`src/rtl/sr_pulse_gen_pkg.sv`:
```
// Shared definitions for the pushbutton-to-SR-pulse generator.
//   DebounceCyclesDefault : default debounce hold time in synced clock cycles
//   cnt_width()           : width of a debounce counter for a given hold time
//   arb_e                 : per-cycle arbitration outcome, encoded {rst_req, set_req}
package sr_pulse_gen_pkg;

  localparam int unsigned DebounceCyclesDefault = 4;

  // The counter only ever reaches DEBOUNCE_CYCLES-1, so $clog2 bits suffice.
  // Floor of 1 keeps the vector legal for the smallest hold time.
  function automatic int unsigned cnt_width(input int unsigned cycles);
    return (cycles < 2) ? 1 : $clog2(cycles);
  endfunction

  typedef enum logic [1:0] {
    ArbIdle     = 2'b00,
    ArbSet      = 2'b01,
    ArbRst      = 2'b10,
    ArbConflict = 2'b11
  } arb_e;

endpackage

```
`src/rtl/sr_debounce.sv`:
```
// One pushbutton channel: two-flop synchronizer, debounce counter and
// rising-edge detect of the accepted (stable) level.
//   clk  : clock
//   rst  : synchronous active-high reset
//   btn  : raw asynchronous bouncing button
//   rise : one-cycle request on each 0->1 change of the stable level
module sr_debounce
  import sr_pulse_gen_pkg::*;
#(
  parameter int unsigned DEBOUNCE_CYCLES = DebounceCyclesDefault
) (
  input  logic clk,
  input  logic rst,
  input  logic btn,
  output logic rise
);

  localparam int unsigned CntW = cnt_width(DEBOUNCE_CYCLES);
  localparam logic [CntW-1:0] CntLast = CntW'(DEBOUNCE_CYCLES - 1);

  logic            sync1_q;
  logic            sync2_q;
  logic            stable_q;
  logic            stable_d;
  logic            prev_q;
  logic [CntW-1:0] cnt_q;
  logic [CntW-1:0] cnt_d;

  // Any cycle where the synced level agrees with the stable level restarts the
  // count, so a level must differ for DEBOUNCE_CYCLES consecutive cycles.
  always_comb begin
    stable_d = stable_q;
    cnt_d    = '0;
    if (sync2_q != stable_q) begin
      if (cnt_q == CntLast) begin
        stable_d = sync2_q;
        cnt_d    = '0;
      end else begin
        cnt_d = cnt_q + CntW'(1);
      end
    end
  end

  always_ff @(posedge clk) begin
    if (rst) begin
      sync1_q  <= 1'b0;
      sync2_q  <= 1'b0;
      stable_q <= 1'b0;
      prev_q   <= 1'b0;
      cnt_q    <= '0;
    end else begin
      sync1_q  <= btn;
      sync2_q  <= sync1_q;
      stable_q <= stable_d;
      prev_q   <= stable_q;
      cnt_q    <= cnt_d;
    end
  end

  assign rise = stable_q & ~prev_q;

endmodule

```
`src/rtl/sr_pulse_gen.sv`:
```
// Turns two bouncing pushbuttons into clean one-cycle S/R pulses for a
// downstream SR latch, suppressing simultaneous requests.
//   clk      : clock
//   rst      : synchronous active-high reset
//   btn_set  : raw set button
//   btn_rst  : raw reset button
//   S        : registered one-cycle set pulse
//   R        : registered one-cycle reset pulse
//   conflict : registered one-cycle flag for a suppressed set+reset request
//   q_model  : registered copy of the latch state implied by issued pulses
module sr_pulse_gen
  import sr_pulse_gen_pkg::*;
#(
  parameter int unsigned DEBOUNCE_CYCLES = DebounceCyclesDefault
) (
  input  logic clk,
  input  logic rst,
  input  logic btn_set,
  input  logic btn_rst,
  output logic S,
  output logic R,
  output logic conflict,
  output logic q_model
);

  logic set_req;
  logic rst_req;
  arb_e arb;

  logic s_q, s_d;
  logic r_q, r_d;
  logic conflict_q, conflict_d;
  logic q_q, q_d;

  sr_debounce #(
    .DEBOUNCE_CYCLES(DEBOUNCE_CYCLES)
  ) u_set (
    .clk  (clk),
    .rst  (rst),
    .btn  (btn_set),
    .rise (set_req)
  );

  sr_debounce #(
    .DEBOUNCE_CYCLES(DEBOUNCE_CYCLES)
  ) u_rst (
    .clk  (clk),
    .rst  (rst),
    .btn  (btn_rst),
    .rise (rst_req)
  );

  assign arb = arb_e'({rst_req, set_req});

  // q_model is registered alongside S/R so it changes in the same cycle the
  // pulse is visible downstream.
  always_comb begin
    s_d        = 1'b0;
    r_d        = 1'b0;
    conflict_d = 1'b0;
    q_d        = q_q;
    unique case (arb)
      ArbSet: begin
        s_d = 1'b1;
        q_d = 1'b1;
      end
      ArbRst: begin
        r_d = 1'b1;
        q_d = 1'b0;
      end
      ArbConflict: begin
        conflict_d = 1'b1;
      end
      default: begin
      end
    endcase
  end

  always_ff @(posedge clk) begin
    if (rst) begin
      s_q        <= 1'b0;
      r_q        <= 1'b0;
      conflict_q <= 1'b0;
      q_q        <= 1'b0;
    end else begin
      s_q        <= s_d;
      r_q        <= r_d;
      conflict_q <= conflict_d;
      q_q        <= q_d;
    end
  end

  assign S        = s_q;
  assign R        = r_q;
  assign conflict = conflict_q;
  assign q_model  = q_q;

endmodule

```
`config.mk`:
```
export PLATFORM = sky130hd
export DESIGN_NAME = sr_pulse_gen
export DESIGN_NICKNAME = d
export VERILOG_FILES = /design/src/rtl/sr_pulse_gen_pkg.sv /design/src/rtl/sr_debounce.sv /design/src/rtl/sr_pulse_gen.sv
export SDC_FILE = /design/constraint.sdc
export NUM_CORES = 1
export LEC_CHECK = 0
export CORE_MARGIN = 3
export CORE_UTILIZATION = 45
export CTS_BUF_LIST = sky130_fd_sc_hd__clkbuf_2 sky130_fd_sc_hd__clkbuf_4 sky130_fd_sc_hd__clkbuf_8
export CTS_CLUSTER_DIAMETER = 100
export CTS_CLUSTER_SIZE = 30
export DETAILED_ROUTE_END_ITERATION = 8
export PLACE_DENSITY = 0.69
export SYNTH_ARGS = -nofsm -noshare
export SYNTH_HDL_FRONTEND = slang
export SYNTH_SLANG_ARGS = --single-unit
```
`constraint.sdc`:
```
create_clock -name clk -period 2.2 [get_ports clk]
set_input_delay 0.44 -clock clk [delete_from_list [all_inputs] [get_ports clk]]
set_output_delay 0.44 -clock clk [all_outputs]
set_load 0.02 [all_outputs]
```
==> impl_metrics.json <==
{
  "drt-total-wl_um": 775,
  "power.combinational.fraction_pct": 3.2,
  "drt_pre_antenna_iters": 2,
  "dpl-instance-area_um2": 674,
  "critical_path.cell_chain": "clkdlybuf4s50_1",
  "core_area_um2": 1170,
  "ys_seq_area_share_pct": 53.9,
  "maxSlewHeadroom_pct": 64.3,
  "start_util_pct": 50.7,
  "cts-hold-fix-buffers": 0,
  "clockPowerShare_pct": 37.6,
  "final-hold-violation-count": 0,
  "hold-worst-slack_ns": 0.433,
  "cts_tree": "built",
  "p_sw_share_pct": 19.1,
  "synth.area.top_cells": "sky130_fd_sc_hd__dfxtp_1, sky130_fd_sc_hd__ha_1, sky130_fd_sc_hd__and2b_1, sky130_fd_sc_hd__nor2b_1, sky130_fd_sc_hd__nor4b_2",
  "maxCapViolCount": 0,
  "first_pass_grt_wire_length_um": 1380,
  "num_rows": 12,
  "synth_top_family_by_area": "simple AND/OR/NAND/NOR gates",
  "power_leakage_uw": 0.000300,
  "number_of_global_route_vias_before_repair": 337,
  "clk_latency_ns": 0.27,
  "clock.fmax_mhz": 606,
  "worst-path-max-fanout": 2,
  "final_net_count": 70,
  "track_usage_pct": 9.79,
  "worst_ep_required_time_ns": 1.76,
  "rsz_0062_raised_after_global_routing": "no",
  "htreeDepth": 1,
  "synth.largest_area_cell": "sky130_fd_sc_hd__dfxtp_1",
  "gpl.final_weighted_congestion": 0.669,
  "finalSetupViolCount": 0,
  "path_buf_inv": 1,
  "io_pins": 8,
  "status": "completed",
  "irDropWorstVdd_v": 0.000518,
  "hold_path.class": "register to register",
  "worst_ep_arrival_time_ns": 1.21,
  "tightest_slew_ns": 0.534,
  "timing.critical_path.from_type": "register",
  "clock_sink_count": 16,
  "post-route-drc-count": 0,
  "worstSetupPathType": "register to output pin",
  "setup.worst_path.end_class": "output pin",
  "mux_contribution_to_synthesized_area_pct": 3.37,
  "cp_slowest_cell": "sky130_fd_sc_hd__clkdlybuf4s50_1",
  "slowest_delay_ns": 0.60,
  "cts_buffers": 3,
  "post_synth_instance_area_um2": 594,
  "detailroute.via_count": 336,
  "synthAdderAreaFrac_pct": 12.6,
  "timing_max_transition_violations_final": 0,
  "synthXorXnorAreaFrac_pct": 2.95,
  "synthDistinctLibCells": 16,
  "numPortBuffers": 7,
  "synthSimpleGateAreaFrac_pct": 23.8,
  "root_buffer": "sky130_fd_sc_hd__clkbuf_4",
  "area.growth.synth_to_final_pct": 19.6,
  "synth_cells": 49,
  "cts_setup_buffers": 0,
  "net-switching-power_uw": 95.6,
  "chipWidth_um": 42.3,
  "die_area_um2": 1790,
  "finalWorstPathRequiredPeriod_ns": 1.65,
  "pwr_density_cell_nw_per_um2": 703,
  "finalCritPeriodShare_pct": 75.0,
  "reg_top3": "u_rst.cnt_q: 2 flops, u_set.cnt_q: 2 flops",
  "grt_max_degree": 17,
  "drive_above_1_share_pct": 13.6,
  "cell_internal_pwr_uw": 404,
  "cp_top_family": "buffers and inverters",
  "detail_route.vias_per_cell": 4.60,
  "post_synth.cell_area_avg_um2": 12.1,
  "yosys_warnings": 0,
  "die_height_um": 42.3,
  "seq_power_share_pct": 59.2,
  "count_of_antenna_diodes_in_the_layout": 0,
  "ctsLongestPathBuffers": 2,
  "postSynthNetCount": 59,
  "postLayoutCellArea_um2": 711,
  "setup_tns_ns": 0,
  "yosys_register_bits": 16,
  "dpl.hpwl_um": 611,
  "synth_compound_area_share_pct": 0.842,
  "postRouteAntennaNets": 0,
  "drt_iter0_markers": 1,
  "worst_setup_hold_path_clk_slew_ns": 0.09,
  "skew_ns": 0.00208,
  "drt-wirelength-per-cell_um": 10.6,
  "grt_antenna_before_repair": 0,
  "overflow": 0,
  "cts_resized": 0,
  "post-synth-top-area-fraction_pct": 53.9
}
==> routing by layer <==
metal / wire length (µm) / track usage (%) / vias to the layer above / part of all wire (%)
met1: 341 / 11.3 / 150 / 44
met2: 393 / 17.0 / 4 / 51
met3: 27 / 2.58 / 2 / 3.5
li1: - / - / 180 / -
met5: 0 / 0 / - / 0
met4: 13 / 3.73 / 0 / 1.7
==> path summary, 6_finish.rpt <==
path             startpoint              to  slack (ns)  cells past startpoint
max                 q_model         q_model        0.55                      1
min          u_set.cnt_q[0]  u_set.cnt_q[0]        0.43                      1
max reg2reg  u_rst.stable_q         q_model        0.67                      4
min reg2reg  u_set.cnt_q[0]  u_set.cnt_q[0]        0.43                      1
==> logic make-up after synthesis <==
family / after synthesis
adders and majority gates: 6
DFF: 16
and+or+nand+nor: 19
xor gates and xnor gates: 2
muxes: 2
AOI/OAI and AO/OA: 1
buffers and inverters: 3
==> cells in the mapped netlist <==
cell type	count
sky130_fd_sc_hd__nor2b_1	5
sky130_fd_sc_hd__nor4_1	1
sky130_fd_sc_hd__a21oi_1	1
sky130_fd_sc_hd__nand2b_1	1
sky130_fd_sc_hd__inv_1	2
sky130_fd_sc_hd__mux2i_1	2
sky130_fd_sc_hd__buf_4	1
sky130_fd_sc_hd__or2_2	1
sky130_fd_sc_hd__ha_1	6
sky130_fd_sc_hd__nor4_2	1
sky130_fd_sc_hd__xnor2_1	2
sky130_fd_sc_hd__nand2_1	1
sky130_fd_sc_hd__dfxtp_1	16
sky130_fd_sc_hd__and2b_1	5
sky130_fd_sc_hd__nor2_1	2
sky130_fd_sc_hd__nor4b_2	2
==> cell usage in the layout (no fill, tap or decap) <==
cell type	instances
sky130_fd_sc_hd__ha_1	6
sky130_fd_sc_hd__clkdlybuf4s50_1	7
sky130_fd_sc_hd__nand2b_1	1
sky130_fd_sc_hd__and2b_1	5
sky130_fd_sc_hd__nor4_2	1
sky130_fd_sc_hd__nor2b_1	5
sky130_fd_sc_hd__dfxtp_1	16
sky130_fd_sc_hd__clkbuf_8	1
sky130_fd_sc_hd__a21oi_1	1
sky130_fd_sc_hd__nor4b_2	2
sky130_fd_sc_hd__mux2i_1	2
sky130_fd_sc_hd__nand2_1	1
sky130_fd_sc_hd__clkbuf_4	3
sky130_fd_sc_hd__inv_1	2
sky130_fd_sc_hd__or2_2	1
sky130_fd_sc_hd__nor2_1	2
sky130_fd_sc_hd__xnor2_1	2
sky130_fd_sc_hd__nor4_1	1
==> area by class of cell <==
class | count | area [µm²]
clock buffers | 4 | 36.3
fillers | 100 | 460
inverters | 2 | 7.51
multi-input cells | 30 | 259
flip-flops and latches | 16 | 320
well taps | 14 | 17.5
repair buffers | 7 | 70.1
==> per-stage QoR <==
step / std cells / total power, µW / utilization [%] / setup slack [ns]
global placement: 69 / 318 / 57.6 / 0.631
detailed placement: 69 / 319 / 57.6 / 0.586
CTS: 73 / 503 / 60.7 / 0.538
finish: 73 / 499 / 60.7 / 0.549
global route: 73 / 516 / 60.7 / 0.509
floorplan: 49 / 312 / - / 0.867
==> power by group through the flow <==
stage | Sequential, µW | Combinational [µW] | Clock, µW
2_1_floorplan | 302 | 10.0 | 0
3_3_place_gp | 302 | 15.2 | 0
3_5_place_dp | 303 | 16.3 | 0
4_1_cts | 296 | 16.2 | 191
5_1_grt | 296 | 17.8 | 202
6_report | 296 | 16.0 | 188
Power figures use the tool's default switching activity.
